<file path="src/rtl/seq_divider.sv">
// seq_divider: multi-cycle iterative restoring divider, RISC-V M semantics.
// Produces one quotient bit per cycle after a one-cycle preparation step
// that also resolves divide-by-zero and signed overflow without iterating.
//
// Ports:
//   clk          clock, all state updates on the rising edge
//   reset        synchronous active-low reset
//   op_valid     operand pair presented
//   op_ready     block can accept operands (high only when idle)
//   aOperand     dividend
//   bOperand     divisor
//   unsignedEn   1 = unsigned, 0 = two's-complement signed
//   result_valid divResult/remResult are valid
//   result_ready consumer accepts the result
//   divResult    quotient (registered, held after the result handshake)
//   remResult    remainder (registered, held after the result handshake)
module seq_divider #(
   parameter int unsigned DATA_WIDTH = 32
) (
   input  logic                  clk,
   input  logic                  reset,
   input  logic                  op_valid,
   output logic                  op_ready,
   input  logic [DATA_WIDTH-1:0] aOperand,
   input  logic [DATA_WIDTH-1:0] bOperand,
   input  logic                  unsignedEn,
   output logic                  result_valid,
   input  logic                  result_ready,
   output logic [DATA_WIDTH-1:0] divResult,
   output logic [DATA_WIDTH-1:0] remResult
);

   localparam int unsigned CntW = $clog2(DATA_WIDTH);
   localparam logic [DATA_WIDTH-1:0] IntMin = {1'b1, {(DATA_WIDTH-1){1'b0}}};
   localparam logic [CntW-1:0] LastCnt = CntW'(DATA_WIDTH - 1);

   typedef enum logic [1:0] {StIdle, StPrep, StIter, StDone} state_e;

   state_e                state_q, state_d;
   logic [DATA_WIDTH-1:0] a_q, a_d;
   logic [DATA_WIDTH-1:0] b_q, b_d;      // raw divisor, then |b| once iterating
   logic                  uns_q, uns_d;
   logic [DATA_WIDTH-1:0] rem_q, rem_d;  // partial remainder
   logic [DATA_WIDTH-1:0] quo_q, quo_d;  // dividend shifting out, quotient shifting in
   logic [CntW-1:0]       cnt_q, cnt_d;
   logic                  negq_q, negq_d;
   logic                  negr_q, negr_d;
   logic [DATA_WIDTH-1:0] div_q, div_d;
   logic [DATA_WIDTH-1:0] remres_q, remres_d;

   logic                  neg_a, neg_b;
   logic [DATA_WIDTH-1:0] abs_a, abs_b;
   logic [DATA_WIDTH:0]   rem_sh, trial;
   logic                  trial_ok;
   logic [DATA_WIDTH-1:0] rem_nx, quo_nx;

   assign neg_a = ~uns_q & a_q[DATA_WIDTH-1];
   assign neg_b = ~uns_q & b_q[DATA_WIDTH-1];
   assign abs_a = neg_a ? -a_q : a_q;
   assign abs_b = neg_b ? -b_q : b_q;

   // One extra bit: the shifted remainder can reach 2*|b|-1, beyond DATA_WIDTH bits.
   assign rem_sh   = {rem_q, quo_q[DATA_WIDTH-1]};
   assign trial    = rem_sh - {1'b0, b_q};
   assign trial_ok = ~trial[DATA_WIDTH];
   assign rem_nx   = trial_ok ? trial[DATA_WIDTH-1:0] : rem_sh[DATA_WIDTH-1:0];
   assign quo_nx   = {quo_q[DATA_WIDTH-2:0], trial_ok};

   assign op_ready     = (state_q == StIdle);
   assign result_valid = (state_q == StDone);
   assign divResult    = div_q;
   assign remResult    = remres_q;

   always_ff @(posedge clk) begin
      if (!reset) begin
         state_q  <= StIdle;
         a_q      <= '0;
         b_q      <= '0;
         uns_q    <= 1'b0;
         rem_q    <= '0;
         quo_q    <= '0;
         cnt_q    <= '0;
         negq_q   <= 1'b0;
         negr_q   <= 1'b0;
         div_q    <= '0;
         remres_q <= '0;
      end else begin
         state_q  <= state_d;
         a_q      <= a_d;
         b_q      <= b_d;
         uns_q    <= uns_d;
         rem_q    <= rem_d;
         quo_q    <= quo_d;
         cnt_q    <= cnt_d;
         negq_q   <= negq_d;
         negr_q   <= negr_d;
         div_q    <= div_d;
         remres_q <= remres_d;
      end
   end

   always_comb begin
      state_d  = state_q;
      a_d      = a_q;
      b_d      = b_q;
      uns_d    = uns_q;
      rem_d    = rem_q;
      quo_d    = quo_q;
      cnt_d    = cnt_q;
      negq_d   = negq_q;
      negr_d   = negr_q;
      div_d    = div_q;
      remres_d = remres_q;

      unique case (state_q)
         StIdle: begin
            if (op_valid) begin
               a_d     = aOperand;
               b_d     = bOperand;
               uns_d   = unsignedEn;
               state_d = StPrep;
            end
         end
         StPrep: begin
            if (b_q == '0) begin
               div_d    = '1;
               remres_d = a_q;
               state_d  = StDone;
            end else if (!uns_q && (a_q == IntMin) && (b_q == '1)) begin
               div_d    = IntMin;
               remres_d = '0;
               state_d  = StDone;
            end else begin
               b_d     = abs_b;
               quo_d   = abs_a;
               rem_d   = '0;
               cnt_d   = '0;
               negq_d  = neg_a ^ neg_b;
               negr_d  = neg_a;
               state_d = StIter;
            end
         end
         StIter: begin
            rem_d = rem_nx;
            quo_d = quo_nx;
            cnt_d = cnt_q + CntW'(1);
            if (cnt_q == LastCnt) begin
               div_d    = negq_q ? -quo_nx : quo_nx;
               remres_d = negr_q ? -rem_nx : rem_nx;
               state_d  = StDone;
            end
         end
         StDone: begin
            if (result_ready) begin
               state_d = StIdle;
            end
         end
         default: state_d = StIdle;
      endcase
   end

endmodule

</file>
<file path="config.mk">
export PLATFORM = sky130hd
export DESIGN_NAME = seq_divider
export DESIGN_NICKNAME = d
export VERILOG_FILES = /design/src/rtl/seq_divider.sv
export SDC_FILE = /design/constraint.sdc
export NUM_CORES = 1
export LEC_CHECK = 0
export ABC_AREA = 0
export BUFFER_PORTS_ARGS = -buffer_cell sky130_fd_sc_hd__buf_2
export CORE_UTILIZATION = 40
export CTS_BUF_LIST = sky130_fd_sc_hd__clkbuf_4 sky130_fd_sc_hd__clkbuf_8 sky130_fd_sc_hd__clkbuf_16
export DETAILED_ROUTE_END_ITERATION = 8
export PLACE_DENSITY = 0.7
export SYNTH_ARGS = -nofsm -noshare
export SYNTH_HDL_FRONTEND = slang
export SYNTH_SLANG_ARGS = --single-unit
export TNS_END_PERCENT = 50
</file>
<file path="constraint.sdc">
create_clock -name clk -period 4.75 [get_ports clk]
set_input_delay 0.2375 -clock clk [delete_from_list [all_inputs] [get_ports clk]]
set_output_delay 0.2375 -clock clk [all_outputs]
set_load 0.02 [all_outputs]
</file>
## Yosys cells after proc, flatten, opt, wreduce, memory -nomap -nowiden

Cells that the tools add are included.

| storage, ports and cells | value |
|---|---|
| output and inout bits | 66 |
| memory bits (read-only) | 0 |
| memories kept | 0 |
| logic and storage cells | 82 |
| input bits | 69 |
| latch bits | 0 |
| bits in registers | 202 |
| RAM bits | 0 |

| operators by class | value |
|---|---|
| bitwise gates (word level) | 7 |
| multipliers | 0 |
| div/mod/pow operators | 0 |
| multiplexer cells | 32 |
| $lt $le $gt $ge | 0 |
| shift-type cells | 0 |
| reduce and logical (&&, ||, !) cells | 13 |
| eq/ne operators | 13 |
| add/subtract/negate cells | 6 |

Operator list:

| kind | number |
|---|---|
| two-way mux 32 bit | 18 |
| case mux 32 bit (2 select lines) | 5 |
| negation 32 bit | 4 |
| == test 32 bit (second input constant) | 2 |
| subtractor 33 x 32 -> 33 bit | 1 |
| zero test 32 bit | 1 |
| AND reduction 3 bit | 4 |
| two-way mux 5 bit | 2 |
| != test 2 bit (second input constant) | 5 |
| case mux 5 bit (2 select lines) | 1 |
| case mux 2 bit (4 select lines) | 1 |
| two-way mux 2 bit | 3 |
| adder 5 x 1 -> 5 bit (second input constant) | 1 |
| == test 5 bit (second input constant) | 1 |
| AND reduction 5 bit | 1 |
| == test 2 bit (second input constant) | 2 |
| NOT 1 bit | 4 |
| nonzero test 2 bit | 2 |
| != test 3 bit (second input constant) | 1 |
| AND 1 bit | 2 |
| == test 2 x 1 -> 1 bit (second input constant) | 1 |
| logical AND 1 bit | 2 |
| zero test 2 bit | 1 |
| two-way mux 1 bit | 2 |
| 4 further kinds | 4 |

## Depth between registers and ports, before layout

Gate-level depths: netlist of the first run.

| logic depth | value |
|---|---|
| word-level depth | 6 |
| depth in mapped cells | 25 |
| depth with buffers taken out | 23 |

## Least setup slack after synthesis of the first run

OpenSTA, ideal clock, no wires.

| path | value |
|---|---|
| kind | reg-to-reg |
| from | register quo_q[31] |
| to | register remres_q[30] (netlist: remResult[30]) |
| slack | -0.443 ns |
| data required time | 4.680 ns |
| arrival | 5.123 ns |
| buffers on the path | 2 |
| clock period less this slack | 5.193 ns |
| setup time | 0.070 ns |
| cell stages (with the launch flop) | 23 |
| cells stage by stage | dfxtp_1 -> inv_1 -> ha_1 -> inv_1 -> fa_1 -> a211oi_1 -> o21a_2 -> a2111o_1 -> a2111oi_4 -> nor3_2 -> nor2_1 -> buf_6 -> buf_2 -> mux2i_1 -> ha_1 -> nand2_1 -> or4b_2 -> nor4_1 -> a21oi_1 -> nor4_2 -> nand3_1 -> o311a_1 -> a21oi_1 |

| on the way | value |
|---|---|
| cells in the longest elaborated chain, start to end | 6 |

Ends and longest elaborated chain:

| element | line | RTL |
|---|---|---|
| from (decl) | 44 | `logic [DATA_WIDTH-1:0] quo_q, quo_d;` |
| from (signal assigned) | 93 | `quo_q <= quo_d;` |
| subtractor 33 x 32 -> 33 bit | 64 | `assign trial = rem_sh - {1'b0, b_q};` |
| two-way mux 32 bit (*) | 66 | `assign rem_nx = trial_ok ? trial[DATA_WIDTH-1:0] : rem_sh[DATA_WIDTH-1:0];` |
| negation 32 bit | 149 | `remres_d = negr_q ? -rem_nx : rem_nx;` |
| two-way mux 32 bit (*) | 149 |  |
| two-way mux 32 bit (*) | 147 | `if (cnt_q == LastCnt) begin` |
| case mux 32 bit (2 select lines) (*) | 115 | `unique case (state_q)` |
| to (signal assigned) | 98 | `remres_q <= remres_d;` |
| to (decl) | 49 | `logic [DATA_WIDTH-1:0] remres_q, remres_d;` |

Every way passes the cells marked *; elsewhere a longest branch is shown, timed or not. The select of a mux whose other input is x is not followed.
A chain may end at the register's enable or synchronous reset.

## Worst setup path after layout of the first run

Same ends and word-level chain as after synthesis.

==> results_dict.tcl, run 1 <==
set metrics [dict create \
    status "finished, final reports clean" \
    drt_iter0_drc 1352 \
    use_met2_pct 41.73 \
    dieArea_mm2 0.03473 \
    avgViaCountPerCell 5.970 \
    grt_start_max_net_pins 108 \
    synth_top_family_by_area "compound AO/OA/AOI/OAI gates" \
    drive_gt1_share_pct 18.99 \
    start_kind "flop" \
    worstHoldPathType "primary input to flop" \
    fin_worst_skew_ns 0.01703 \
    ctsHtreeMaxLevel 1 \
    synth_seq_cells 202 \
    layout_common_cells "a21oi_1 (205), dfxtp_1 (201), nand2_1 (193), nor2_1 (176), buf_2 (134)" \
    top_usage_layer "met2" \
    place_congestion 0.9501 \
    slew_violations 0 \
    grt_usage_pct 26.82 \
    synth_cells 1802 \
    ios 135 \
    syn_area_mm2 0.01360 \
    cts_inserted_buffers 25 \
    async_flop_share_pct 0 \
    die_h_um 186.4 \
    critPathCaptureType "flop" \
    start_util_pct 40.65 \
    finalPower_uw 11250 \
    syn-num-nets 1915 \
    peakVddDrop_mv 0.3002 \
    synth.distinct_cells 91 \
    yosysSeqAreaShare_pct 29.74 \
    maxCapViolCount 0 \
    post-route-drc-count 0 \
    fillers 3205 \
    antenna_found_initial 0 \
    cts_tree "yes" \
    cp_max_fo 7 \
    grt_first_pass_wirelength_mm 75.49 \
    yosys.area_share.xor_xnor_pct 6.635 \
    gr-usage-met1_pct 37.78 \
    nets 2087 \
    relSlewSlack_pct 16.85 \
    p_leak_uw 0.006543 \
    critPathTopFamily "compound AO/OA/AOI/OAI gates" \
    synth_compound_area_share_pct 28.43 \
    cts.clk_slew.worst_paths_ns 0.06 \
    dieWidth_um 186.4 \
    clock-root-buffer "clkbuf_16" \
    cp.arrival_ns 5.16 \
    drtAntennaViolNets 0 \
    rows 67 \
    final_common_cell "a21oi_1" \
    crit_required_ns 5.23 \
    synthSimpleGateAreaFrac_pct 22.40 \
    synthAdderAreaFrac_pct 4.105 \
    cp_slowest_cell "or4b_4" \
    worst_pin_slew_ns 1.247 \
    hold_violations 0 \
    cts.sinks 202 \
    power.density_mw_per_mm2 680.3 \
    critPathKind "flop to flop" \
    cts_buffer_depth 3 \
    area_delta_synth_final_pct 21.61 \
    first_pass_iters 6 \
    crit_buf_inv 2 \
    vias 14570 \
    wl_per_cell_um 19.53 \
    overflow 0 \
    crit_chain "inv_2 -> ha_4 -> inv_2 -> fa_2 -> a211oi_2 -> o21a_2 -> a2111o_1 -> a2111oi_4 -> nor3_2 -> nor2_4 -> mux2i_2 -> ha_2 -> nand2_1 -> or4b_4 -> nor4_4 -> a21oi_4 -> nor4_4 -> nand3_1 -> o311a_1 -> a21oi_1" \
    core_area_mm2 0.03345 \
    wirelength_mm 47.65 \
    fmax_mhz 213.8 \
    synth.area.mux_share_pct 3.184 \
    ys_warn_count 0 \
    grt_pass1_vias 13630 \
    avgSynthCellArea_um2 7.545 \
    met3_usage_pct 4.175 \
    synth_edf_count 0 \
    insertion_delay_ns 0.56 \
    synth_ff_type "dfxtp_1" \
    critPathMaxStageDelay_ns 0.55 \
    dp_hpwl_mm 34.48 \
    rsz0062_at_grt "true" \
    setup_viol 0 \
    period_share_pct 98.47 \
    holdWs_ns 0.05529 \
    finalCriticalPeriod_ns 4.677 \
    port_buffers 134 \
]
[worst register-to-register path, cell delays in order (launching register included)]
cell and delay [ns]:
dfxtp_2 0.34, inv_2 0.05, ha_4 0.16, inv_2 0.05, fa_2 0.23, a211oi_2 0.07
o21a_2 0.23, a2111o_1 0.43, a2111oi_4 0.41, nor3_2 0.13, nor2_4 0.20, mux2i_2 0.28
ha_2 0.21, nand2_1 0.06, or4b_4 0.55, nor4_4 0.20, a21oi_4 0.14, nor4_4 0.29
nand3_1 0.14, o311a_1 0.32, a21oi_1 0.12
[synthesized netlist by cell type (12+ instances only)]
library cell	number	area share, %
nor2_1	180	5.0
clkbuf_1	109	3.0
o21ai_0	105	3.9
xor2_1	46	3.0
o22ai_1	17	0.78
a31oi_1	19	0.87
nor3_1	53	2.0
nor4_1	18	0.83
buf_2	13	0.48
a211oi_1	28	1.5
nor2b_1	13	0.60
nand4_1	24	1.1
a21oi_1	207	7.6
nand2_1	193	5.3
a22oi_1	52	2.9
inv_1	54	1.5
ha_1	43	4.0
dfxtp_1	202	30
o31ai_1	22	1.2
or3_1	23	1.1
mux2i_1	35	2.6
a221oi_1	16	1.0
and2_1	33	1.5
xnor2_1	57	3.7
nand3_1	38	1.4
o41ai_1	12	0.77
[registers in the layout, summed over array words and instances, names as in the netlist]
register   count
uns_q          1
a_q           32
state_q        2
cnt_q          5
divResult     32
b_q           32
remResult     32
rem_q         32
quo_q         32
negr_q         1
negq_q         1
[through the flow]
stage                     utilization, %  setup WS [ns]  instance area [um^2]  setup TNS (ns)  std cells
after floorplan                        -        -0.1034                 13750         -0.4456       1802
after global placement             45.66        0.06147                 15270               0       2356
after detailed placement           45.66       -0.07411                 15270         -0.1716       2356
after CTS                          49.11        0.07983                 16430               0       2433
after global routing               49.42        -0.1333                 16530         -0.7236       2439
final                              49.43        0.07277                 16530               0       2440
[kinds of logic after synthesis]
logic type	count (synthesis)
muxes	42
buffers and inverters	185
xor gates and xnor gates	103
AOI/OAI and AO/OA	591
and+or+nand+nor	635
adders and majority gates	44
DFF	202
[area by class of cell]
| type | count | area (um^2) | share of cell area [%] |
|---|---|---|---|
| Antenna cell | 1 | 2.502 | 0.01514 |
| Multi-Input combinational cell | 1415 | 9019 | 54.55 |
| Tap cell | 448 | 560.5 | 3.390 |
| Clock buffer | 39 | 755.7 | 4.571 |
| Timing Repair Buffer | 275 | 1874 | 11.34 |
| Sequential cell | 202 | 4045 | 24.47 |
| Clock inverter | 5 | 65.06 | 0.3935 |
| Inverter | 55 | 211.5 | 1.279 |
[layer usage]
layer,part of all wire [%],vias to the layer above
met5,0,-
met2,44,627
met3,8.8,94
li1,-,6917
met4,2.9,0
met1,45,6928
[path summary, 6_finish.rpt]
| path | cells after the start | endpoint | slack (ns) | start |
|---|---|---|---|---|
| worst max-delay path | 20 | remResult[30] | 0.07 | quo_q[31] |
| worst min-delay path | 3 | b_q[30] | 0.06 | bOperand[30] |
| worst max register to register | 20 | remResult[30] | 0.07 | quo_q[31] |
| worst min register to register | 2 | divResult[3] | 0.48 | divResult[3] |
[where the power goes]
part	internal [uW]	switching (uW)	total, uW
Combinational	2520	4280	6800
Sequential	2120	402	2520
Clock	1150	781	1930
[timing repair]
item                                   in CTS  in global routing
pin swaps                                   3                  3
setup endpoints to repair                   6                 10
setup buffers                               0                  6
endpoints found under the hold margin      33                  0
gates resized for setup                     1                 13
hold buffers                               33                  0
(Power assumes the default switching activity.)
==> run 2: changes to the inputs <==
--- a/config.mk
+++ b/config.mk
@@ -11,6 +11,7 @@
 export CTS_BUF_LIST = sky130_fd_sc_hd__clkbuf_4 sky130_fd_sc_hd__clkbuf_8 sky130_fd_sc_hd__clkbuf_16
 export DETAILED_ROUTE_END_ITERATION = 8
 export PLACE_DENSITY = 0.7
+export REMOVE_ABC_BUFFERS = 1
 export SYNTH_ARGS = -nofsm -noshare
 export SYNTH_HDL_FRONTEND = slang
 export SYNTH_SLANG_ARGS = --single-unit
==> results_dict.tcl, run 2 (synthesis gave the netlist of run 1 again) <==
set metrics [dict create \
    antenna_found_initial 1 \
    finalPower_uw 11440 \
    p_int_uw 6022 \
    rr_startpoint "quo_q[31]" \
    cp_max_fo 5 \
    cts.clk_slew.worst_paths_ns 0.06 \
    wirelength_mm 45.71 \
    die_h_um 186.4 \
    crit_required_ns 5.23 \
    power.density_mw_per_mm2 669.8 \
    stdcell_area_mm2 0.01708 \
    wl_per_cell_um 18.20 \
    top_usage_layer "met2" \
    worstHoldPathType "primary input to flop" \
    core_area_mm2 0.03345 \
    grt_pass1_vias 14210 \
    cp_slowest_cell "or4b_4" \
    drt_iter0_drc 1331 \
    peakVddDrop_mv 0.4901 \
    p_leak_uw 0.006909 \
    worst_pin_slew_ns 1.224 \
    grt_usage_pct 25.82 \
    dpl_cell_area_mm2 0.01563 \
    finalCriticalPeriod_ns 4.640 \
    cts.sinks 202 \
    setup_viol 0 \
    switching_share_pct 47.37 \
    relSlewSlack_pct 18.39 \
    cts_buffer_depth 3 \
    dp_hpwl_mm 33.22 \
    cts_inserted_buffers 24 \
    n_antenna_cell 0 \
    placed_cells 2421 \
    rsz0062_at_grt "true" \
    vias 14730 \
    cp.arrival_ns 5.12 \
    grt_first_pass_wirelength_mm 73.83 \
    drtAntennaViolNets 0 \
    ios 135 \
    post-route-drc-count 0 \
    hold_violations 0 \
    layout_common_cells "a21oi_1 (204), dfxtp_1 (201), nand2_1 (193), buf_4 (179), nor2_1 (176)" \
    grt_start_max_net_pins 81 \
    port_buffers 134 \
    area_delta_synth_final_pct 25.66 \
    period_share_pct 97.68 \
    setup.worst_path.start "quo_q[31]" \
    p_comb_share_pct 61.3 \
    ctsHtreeMaxLevel 1 \
    power_frac_clock_pct 16.9 \
    crit_chain "inv_2 -> ha_4 -> inv_2 -> fa_2 -> a211oi_2 -> o21a_2 -> a2111o_1 -> a2111oi_4 -> buf_4 -> nor3_2 -> nor2_4 -> mux2i_2 -> ha_2 -> nand2_1 -> or4b_4 -> nor4_4 -> a21oi_4 -> nor4_2 -> buf_4 -> nand3_2 -> o311a_1 -> a21oi_2" \
    final_common_cell "a21oi_1" \
    avgViaCountPerCell 5.864 \
    slew_violations 0 \
    start_util_pct 40.65 \
    nets 2160 \
    place_congestion 0.9611 \
    fin_worst_skew_ns 0.02441 \
    maxCapViolCount 0 \
    final_cell_count_no_fill 2511 \
    critPathKind "flop to flop" \
    cts_tree "yes" \
    use_met2_pct 42.71 \
    critPathMaxStageDelay_ns 0.50 \
    dieWidth_um 186.4 \
    fmax_mhz 215.5 \
    hold_start "aOperand[16]" \
    first_pass_iters 6 \
    gr-usage-met1_pct 33.66 \
    met3_usage_pct 3.667 \
    status "finished, final reports clean" \
    seqPwrFrac_pct 21.8 \
    p_sw_uw 5421 \
    start_kind "flop" \
    overflow 0 \
    dieArea_mm2 0.03473 \
    rows 67 \
    clock-root-buffer "clkbuf_16" \
    drive_gt1_share_pct 21.86 \
    insertion_delay_ns 0.54 \
    fillers 3128 \
    final_util_pct 51.08 \
    critPathCaptureType "flop" \
]
run 2: changes by cell type in the layout (fill, tap and decap cells not counted), moves of 2 or more:
cell,change
ha_1,+2
ha_4,-2
nor2_2,-2
clkbuf_8,+3
clkbuf_4,-3
nor2_4,+2
clkinv_2,-2
buf_4,+76
run 2: per-layer routing:
layer  up-vias  share of wire, %
li1       7067                 -
met1      7013                44
met2       539                46
met3       104               6.7
met4         2               3.9
met5         -             0.028
run 2: final timing paths:
| kind | to | slack (ns) | depth (start not counted) |
|---|---|---|---|
| setup / recovery | remResult[30] | 0.11 | 22 |
| hold / removal | a_q[16] | 0.01 | 3 |
| setup reg to reg | remResult[30] | 0.11 | 22 |
| hold reg to reg | divResult[6] | 0.48 | 2 |
run 2: final cells by class:
cell class / instances / area (um^2) / share of cell area (%)
Clock inverter: 4 / 81.33 / 0.4761
Tap cell: 448 / 560.5 / 3.281
Timing Repair Buffer: 349 / 2415 / 14.14
Clock buffer: 38 / 749.5 / 4.387
Multi-Input combinational cell: 1415 / 9021 / 52.80
Inverter: 55 / 211.5 / 1.238
Sequential cell: 202 / 4045 / 23.68
run 2: power groups by stage:
| stage | registers (uW) | logic [uW] | clock network [uW] |
|---|---|---|---|
| 6_report | 2490 | 7020 | 1940 |
| 5_1_grt | 2540 | 7640 | 2040 |
| 4_1_cts | 2480 | 6830 | 1970 |
| 3_5_place_dp | 2510 | 6570 | 0 |
| 3_3_place_gp | 2500 | 6500 | 0 |
| 2_1_floorplan | 2710 | 3990 | 0 |
run 2: timing repair:
item,4_1_cts,5_1_grt
hold buffers,32,0
endpoints found under the hold margin,32,0
pin swaps,16,18
cloned,0,0
resized for setup,25,15
endpoints found under the setup margin,8,18
setup buffers,11,5
run 2: metrics by stage:
| step | hold WS [ns] | setup slack, ns | TNS [ns] |
|---|---|---|---|
| 2_1_floorplan | 0.3592 | -2.742 | -102.70 |
| 3_3_place_gp | 0.4672 | -0.1457 | -0.4162 |
| 3_5_place_dp | 0.4758 | -0.2482 | -1.053 |
| 4_1_cts | 0.002248 | 0.01897 | 0 |
| 5_1_grt | 0.003756 | -0.1105 | -0.5895 |
| 6_report | 0.01046 | 0.1103 | 0 |
run 2: worst max-delay path, delay by kind of cell, from the launching register on:
kind / cells / cell delay [ns]
adders and majority gates: 3 / 0.57
and+or+nand+nor: 7 / 1.29
muxes: 1 / 0.27
buffers and inverters: 4 / 0.45
DFF: 1 / 0.33
AOI/OAI and AO/OA: 7 / 1.64
